[config.mk]
export PLATFORM = sky130hd
export DESIGN_NAME = invntt_unload
export DESIGN_NICKNAME = d
export VERILOG_FILES = /design/src/rtl/kyber_pkg.sv /design/src/rtl/kyber_barrett_reduce.sv /design/src/rtl/invntt_unload.sv
export SDC_FILE = /design/constraint.sdc
export NUM_CORES = 1
export LEC_CHECK = 0
export ABC_AREA = 1
export CORE_MARGIN = 8
export CORE_UTILIZATION = 40
export CTS_CLUSTER_SIZE = 12
export DETAILED_ROUTE_END_ITERATION = 10
export GPL_TIMING_DRIVEN = 0
export PLACE_DENSITY = 0.54
export SLEW_MARGIN = 20
export SYNTH_ARGS = -nofsm -noshare
export SYNTH_HDL_FRONTEND = slang
export SYNTH_SLANG_ARGS = --single-unit
[constraint.sdc]
create_clock -name clk -period 8.9 [get_ports clk]
set_input_delay 1.335 -clock clk [delete_from_list [all_inputs] [get_ports clk]]
set_output_delay 1.335 -clock clk [all_outputs]
set_load 0.1 [all_outputs]
[src/rtl/kyber_pkg.sv]
// Shared constants and types for the Kyber NTT datapath blocks.
// Holds the modulus, the final INTT scaling constant, the Barrett
// parameters and the one-hot state encoding of the unload stage.
package kyber_pkg;

   localparam int          COEF_W     = 12;
   localparam int          PROD_W     = 24;
   localparam logic [12:0] Q          = 13'd3329;
   localparam logic [11:0] INV128     = 12'd3303;
   localparam logic [12:0] BARRETT_M  = 13'd5039;
   localparam int          BARRETT_SH = 24;

   typedef enum logic [3:0] {
      ST_IDLE  = 4'b0001,
      ST_RUN   = 4'b0010,
      ST_DRAIN = 4'b0100,
      ST_DONE  = 4'b1000
   } unload_state_t;

endpackage

[src/rtl/kyber_barrett_reduce.sv]
// Single registered Barrett reduction stage: x mod q for any x below 2^24.
// The quotient estimate floor(x*m / 2^24) undershoots by at most two,
// so two conditional subtractions of q give the exact residue.
module kyber_barrett_reduce
   import kyber_pkg::*;
(
   input  logic              clk,
   input  logic              reset,
   input  logic              i_valid,
   input  logic [PROD_W-1:0] i_data,
   output logic              o_valid,
   output logic [COEF_W-1:0] o_data
);

   localparam int MUL_W = PROD_W + 13;

   logic [MUL_W-1:0]  w_mulM;
   logic [12:0]       w_quot;
   logic [PROD_W-1:0] w_qExt;
   logic [PROD_W-1:0] w_quotQ;
   logic [PROD_W-1:0] w_rem0;
   logic [PROD_W-1:0] w_rem1;
   logic [PROD_W-1:0] w_rem2;

   // Quotient estimate, partial remainder and the two correction steps
   always_comb begin
      w_qExt  = PROD_W'(Q);
      w_mulM  = MUL_W'(i_data) * MUL_W'(BARRETT_M);
      w_quot  = 13'(w_mulM >> BARRETT_SH);
      w_quotQ = PROD_W'(w_quot) * w_qExt;
      w_rem0  = i_data - w_quotQ;
      w_rem1  = (w_rem0 >= w_qExt) ? (w_rem0 - w_qExt) : w_rem0;
      w_rem2  = (w_rem1 >= w_qExt) ? (w_rem1 - w_qExt) : w_rem1;
   end

   // Register the reduced coefficient together with its valid flag
   always_ff @(posedge clk) begin
      if (reset) begin
         o_valid <= 1'b0;
         o_data  <= '0;
      end else begin
         o_valid <= i_valid;
         o_data  <= COEF_W'(w_rem2);
      end
   end

endmodule

[src/rtl/invntt_unload.sv]
// Unload stage behind the inverse NTT: reads the result RAM in address
// order, scales each coefficient by 128^-1 mod q, and streams the results
// out over valid/ready. A credit counter (reads in flight plus FIFO
// occupancy) keeps the small output FIFO from ever overflowing.
module invntt_unload #(
   parameter int DEPTH  = 8,
   parameter int COEF_W = 12,
   parameter int FIFO_D = 4
)(
   input  logic              clk,
   input  logic              reset,
   input  logic              start,
   output logic              ram_rd_en,
   output logic [DEPTH-1:0]  ram_rd_addr,
   input  logic [COEF_W-1:0] ram_rd_data,
   output logic              out_valid,
   input  logic              out_ready,
   output logic [COEF_W-1:0] out_data,
   output logic              out_last,
   output logic              full_out,
   output logic              busy
);

   import kyber_pkg::*;

   localparam int                N          = 1 << DEPTH;
   localparam int                PTR_W      = $clog2(FIFO_D);
   localparam int                CNT_W      = $clog2(FIFO_D + 1);
   localparam logic [CNT_W-1:0]  CREDIT_MAX = CNT_W'(FIFO_D);
   localparam logic [DEPTH-1:0]  LAST_IDX   = DEPTH'(N - 1);

   unload_state_t     r_state;
   logic              r_startQ;
   logic              r_fullOut;
   logic              r_busy;
   logic [DEPTH-1:0]  r_addr;
   logic [DEPTH-1:0]  r_beatIdx;
   logic [CNT_W-1:0]  r_credit;

   logic              r_p0Valid;
   logic              r_p1Valid;
   logic [COEF_W-1:0] r_p1Data;
   logic              r_p2Valid;
   logic [PROD_W-1:0] r_p2Prod;
   logic              w_redValid;
   logic [COEF_W-1:0] w_redData;

   logic [COEF_W-1:0] r_fifoMem [FIFO_D];
   logic [PTR_W-1:0]  r_wrPtr;
   logic [PTR_W-1:0]  r_rdPtr;
   logic [CNT_W-1:0]  r_fifoCnt;

   logic              w_startRise;
   logic              w_fifoEmpty;
   logic [COEF_W-1:0] w_headData;
   logic              w_outValid;
   logic              w_pop;
   logic              w_fifoRd;
   logic              w_fifoWr;
   logic              w_rdEn;

   // Handshake, credit check and FIFO bypass: when the FIFO is empty the
   // freshly reduced beat is presented directly; if it is not taken it is
   // written into the FIFO and shows up unchanged as the head next cycle.
   // A beat leaving this cycle frees its credit for a read this cycle.
   always_comb begin
      w_startRise = start & ~r_startQ;
      w_fifoEmpty = (r_fifoCnt == '0);
      w_headData  = r_fifoMem[r_rdPtr];
      w_outValid  = ~w_fifoEmpty | w_redValid;
      w_pop       = w_outValid & out_ready;
      w_fifoRd    = w_pop & ~w_fifoEmpty;
      w_fifoWr    = w_redValid & ~(w_fifoEmpty & w_pop);
      w_rdEn      = (r_state == ST_RUN) & ((r_credit < CREDIT_MAX) | w_pop);
   end

   assign ram_rd_en   = w_rdEn;
   assign ram_rd_addr = r_addr;
   assign out_valid   = w_outValid;
   assign out_data    = w_outValid ? (w_fifoEmpty ? w_redData : w_headData) : '0;
   assign out_last    = w_outValid & (r_beatIdx == LAST_IDX);
   assign full_out    = r_fullOut;
   assign busy        = r_busy;

   // Control FSM: edge-detects start, walks the read address, waits for
   // the last beat to leave, then holds full_out until start drops
   always_ff @(posedge clk) begin
      if (reset) begin
         r_state   <= ST_IDLE;
         r_startQ  <= 1'b0;
         r_addr    <= '0;
         r_fullOut <= 1'b0;
         r_busy    <= 1'b0;
      end else begin
         r_startQ <= start;
         case (r_state)
            ST_IDLE: begin
               if (w_startRise) begin
                  r_state <= ST_RUN;
                  r_addr  <= '0;
                  r_busy  <= 1'b1;
               end
            end
            ST_RUN: begin
               if (w_rdEn) begin
                  r_addr <= r_addr + 1'b1;
                  if (r_addr == LAST_IDX) begin
                     r_state <= ST_DRAIN;
                  end
               end
            end
            ST_DRAIN: begin
               if (w_pop & out_last) begin
                  r_state   <= ST_DONE;
                  r_fullOut <= 1'b1;
               end
            end
            ST_DONE: begin
               if (!start) begin
                  r_state   <= ST_IDLE;
                  r_fullOut <= 1'b0;
                  r_busy    <= 1'b0;
               end
            end
            default: begin
               r_state <= ST_IDLE;
            end
         endcase
      end
   end

   // Credits: one taken per read issued, one returned per beat accepted
   always_ff @(posedge clk) begin
      if (reset) begin
         r_credit <= '0;
      end else begin
         r_credit <= r_credit + CNT_W'(w_rdEn) - CNT_W'(w_pop);
      end
   end

   // Read pipeline: RAM latency slot, data capture, scaling product
   always_ff @(posedge clk) begin
      if (reset) begin
         r_p0Valid <= 1'b0;
         r_p1Valid <= 1'b0;
         r_p1Data  <= '0;
         r_p2Valid <= 1'b0;
         r_p2Prod  <= '0;
      end else begin
         r_p0Valid <= w_rdEn;
         r_p1Valid <= r_p0Valid;
         r_p1Data  <= ram_rd_data;
         r_p2Valid <= r_p1Valid;
         r_p2Prod  <= PROD_W'(r_p1Data) * PROD_W'(INV128);
      end
   end

   kyber_barrett_reduce u_reduce (
      .clk     (clk),
      .reset   (reset),
      .i_valid (r_p2Valid),
      .i_data  (r_p2Prod),
      .o_valid (w_redValid),
      .o_data  (w_redData)
   );

   // FIFO pointers, occupancy and the output beat index
   always_ff @(posedge clk) begin
      if (reset) begin
         r_wrPtr   <= '0;
         r_rdPtr   <= '0;
         r_fifoCnt <= '0;
         r_beatIdx <= '0;
      end else begin
         if (w_fifoWr) begin
            r_wrPtr <= r_wrPtr + 1'b1;
         end
         if (w_fifoRd) begin
            r_rdPtr <= r_rdPtr + 1'b1;
         end
         r_fifoCnt <= r_fifoCnt + CNT_W'(w_fifoWr) - CNT_W'(w_fifoRd);
         if (w_pop) begin
            r_beatIdx <= r_beatIdx + 1'b1;
         end
      end
   end

   // FIFO storage; stale entries are harmless because pointers are reset
   always_ff @(posedge clk) begin
      if (w_fifoWr) begin
         r_fifoMem[r_wrPtr] <= w_redData;
      end
   end

endmodule

==> results list <==
* Total core area: 45200 µm²
- Relative to the synthesized area, the layout overhead comes to 20.4%.
* Drc violations: 0
- Crit path DAT: 10.20 ns
- Final number of hold-violating endpoints: 0
- Transition at the pin with the smallest max-transition slack: 1.00 ns
- The worst path in the final design needs a cycle of 9.89 ns, including I/O delays and setup.
- Count of cells along the worst hold path: 2
* Source-to-sink clock delay at the later pin of the worst-skew pair: 0.43 ns
- CTS buffer count: 17
- For this block, the initial DRC count from the detailed router was 856.
* Result of the run: finished with violations
- In this run the tool buffered the top-level ports with 39 buffer cells.
- In the synthesized netlist the dominant register cell turns out to be sky130_fd_sc_hd__dfxtp_1.
* CTS clk-pin slew, worst paths: 0.06 ns
* Overall routed net length: 44600 µm
- A synthesized cell averages 8.21 µm².
- Worst r2r path cells: 53
- Warning count from the yosys run: 0
- sky130_fd_sc_hd__inv_1 is the most common cell in the netlist.
- The worst hold path begins at r_p1Valid.
- Of all flip-flops after synthesis, the portion carrying an async set or reset was 0.
- The setup path with the least slack is of type register to register.
* Maximum level of the CTS H-tree: 4
- Counting distinct cell types in the post-synthesis netlist gives 55.
- Final count of negative-setup-slack endpoints: 12
- Detailed routing inserted a total of 14514 vias.
- Library cell used as clock root buffer: sky130_fd_sc_hd__clkbuf_16
* Fraction of final layout cells sized beyond drive strength 1: 0.181
- After detailed routing, the average wire length per cell comes to 15.0 µm.
- Cell count after synthesis: 2219
- Standard cell with the maximum stage delay on the critical path: sky130_fd_sc_hd__fa_1
- Headroom to the max-slew limit came out at 0.328.
- Row count: 78
* Number of sinks handled by clock tree synthesis: 135
* Flop and latch count out of synthesis: 135
- Classification of the worst-slack hold path: register to register
- The worst register-to-register path begins at r_p2Prod[14].
- At the end of the flow the core is filled with cells to 0.485.
- Ports: 41
- For this configuration, the core starts out at a cell density of 0.403.
- Ranking of synthesized cells by instance count: sky130_fd_sc_hd__inv_1 (526), sky130_fd_sc_hd__nand2_1 (341), sky130_fd_sc_hd__ha_1 (294), sky130_fd_sc_hd__fa_1 (209), sky130_fd_sc_hd__nor2_1 (171)
- Critical path's most frequent cell: sky130_fd_sc_hd__inv_2
- The synthesized design contains 48 enable-type register cells.
- Number of vias per cell after detailed routing: 4.89
- Pre-Repair DR Iteration Count: 5
- Kind of start point of the critical path: register
- Setup slack of the most critical reg-to-reg path: -0.99 ns
- After global routing the overflow that remains totals 0.
- The first global-routing pass estimated 73500 µm of wire.
- Synthesis produced a netlist with a net count of 2738.
- Post-synthesis cell type with the largest combined area: sky130_fd_sc_hd__fa_1
* Half-perimeter wire length after detailed placement: 36500 µm
- Fraction of the yosys area taken by sequential cells: 0.175
* Top-area cell type share of the netlist area: 0.230
- Post-route worst setup slack: -0.986 ns
* Die width: 229 µm
* Sum of buffers and inverters on the critical path: 13
- GPL Wtd Cong: 0.862
- Critical path's top delay family: adder cells
- Clock skew after layout: 0.0125 ns
- The die covers 52600 µm².
- Maximum operating frequency: 0.101 GHz
- RSZ-0062 raised after global routing: true
- Maximum buffer depth of the clock tree: 2
- Once detail routing completed, the nets flagged for antenna violations numbered 0.
- Along the worst path, the maximum fanout reaches 6.
- STA classifies the critical path endpoint as a register.
* Leading cell types by total area after synthesis: sky130_fd_sc_hd__fa_1 (23%), sky130_fd_sc_hd__ha_1 (20%), sky130_fd_sc_hd__inv_1 (11%), sky130_fd_sc_hd__dfxtp_1 (9.6%), sky130_fd_sc_hd__edfxtp_1 (7.9%)
- The endpoint identified for the worst register-to-register timing path is u_reduce.o_data[5].
* Total number of nets in the final design: 2877
- TritonCTS clock tree: built
- Final period util: 1.11
* N_diodes: 0
- Across every metal layer, demand over resource in global routing totals 0.170.
- Multi-input gate area: 14000 µm²
- Mapped cell area: 18200 µm²
* Number of max-capacitance violations reported: 0
- Max-slew violations: 0
- Delay of the slowest cell on the worst path: 0.56 ns
* Min-Delay Endpoint: r_p2Valid
- Initial antenna violation count: 0
- Reg area: 3260 µm²
* Data required time of the worst path: 9.22 ns
- In this run the number of cells on the critical path is 53.
* Violated checks: setup timing
- The layout has 4341 filler cells.
- Maximum number of pins on one net before global-route repair: 17
- Vias in the first global route: 14615
- DIE HEIGHT: 229 µm
[worst max-delay path by stage]
stage                                      to         start  slack (ns)
after detailed placement   u_reduce.o_data[5]  r_p2Prod[12]       -1.72
after global routing       u_reduce.o_data[5]  r_p2Prod[14]       -1.41
after CTS                  u_reduce.o_data[5]   r_p2Prod[8]        -1.0
after floorplan           u_reduce.o_data[11]  r_p2Prod[14]       -0.21
after global placement     u_reduce.o_data[5]  r_p2Prod[11]       -1.75
final                      u_reduce.o_data[5]  r_p2Prod[14]       -0.99
[per-layer routing]
layer	global-route usage	part of all wire
met1	0.234	0.48
met5	0	0
met2	0.287	0.49
met3	0.0189	0.025
met4	0.0303	0.010
[state kept, by name, indices dropped and copies added (netlist names), 3 cells and up, named ones only]
register         cells
ram_rd_addr          8
u_reduce.o_data     12
r_p1Data            12
r_beatIdx            8
r_fifoCnt            3
r_state              4
r_p2Prod            24
r_fifoMem           48
r_credit             3
[repair_timing]
item | CTS | global route
gates resized for setup | 109 | 106
pin swaps | 77 | 59
hold buffers | 0 | 0
cloned | 3 | 0
buffers inserted | 50 | 28
setup endpoints to repair | 12 | 12
[placed cells by master (no fill, tap or decap), types with 18 or more instances in the layout]
master	count
sky130_fd_sc_hd__nand2_1	305
sky130_fd_sc_hd__nand2_2	58
sky130_fd_sc_hd__inv_1	497
sky130_fd_sc_hd__o21ai_0	77
sky130_fd_sc_hd__inv_2	43
sky130_fd_sc_hd__nor2_1	143
sky130_fd_sc_hd__fa_1	204
sky130_fd_sc_hd__nand4_1	18
sky130_fd_sc_hd__dfxtp_1	65
sky130_fd_sc_hd__nor2_2	31
sky130_fd_sc_hd__dfxtp_4	18
sky130_fd_sc_hd__ha_1	264
sky130_fd_sc_hd__edfxtp_1	48
sky130_fd_sc_hd__clkdlybuf4s50_1	39
sky130_fd_sc_hd__ha_4	25
sky130_fd_sc_hd__clkbuf_16	18
sky130_fd_sc_hd__a21oi_2	28
sky130_fd_sc_hd__buf_4	77
sky130_fd_sc_hd__a21oi_1	78
sky130_fd_sc_hd__nand3_1	77
[logic make-up after synthesis]
group / share of synthesized area
AND/OR/NAND/NOR: 0.175
multiplexers: 0.00660
adder cells (fa/ha/maj): 0.432
XOR/XNOR: 0.0144
flip-flops: 0.175
buffers and inverters: 0.119
AO/OA/AOI/OAI: 0.0790
[worst register-to-register path: cells and delay by family, from the launching register on]
family,cells,cell delay [ns]
buffers and inverters,13,1.02
flip-flops,1,0.39
AND/OR/NAND/NOR,22,2.27
adder cells (fa/ha/maj),13,5.28
AO/OA/AOI/OAI,4,0.61
XOR/XNOR,1,0.22
[per-stage QoR]
step	setup WS (ns)	instances	hold WS (ns)	setup TNS [ns]	instance area (µm²)
2_1_floorplan	-0.209	2219	0.388	-2.28	18600
3_3_place_gp	-1.75	2858	0.392	-20.18	19700
3_5_place_dp	-1.72	2858	0.396	-19.91	19700
4_1_cts	-0.996	2943	0.405	-11.49	21300
5_1_grt	-1.41	2971	0.442	-16.65	21900
6_report	-0.986	2971	0.404	-11.39	21900
[area by class of cell]
cell class / count / area share
sequential: 135 / 0.148
inverter: 546 / 0.0940
clock buffer: 20 / 0.0213
timing repair buffer: 120 / 0.0479
buffer: 22 / 0.00553
tap: 600 / 0.0342
clock inverter: 12 / 0.00787
multi-input combinational: 1516 / 0.641
Power is not shown: default switching activity piles up to over one toggle a cycle in this logic, so the estimate is an artifact.
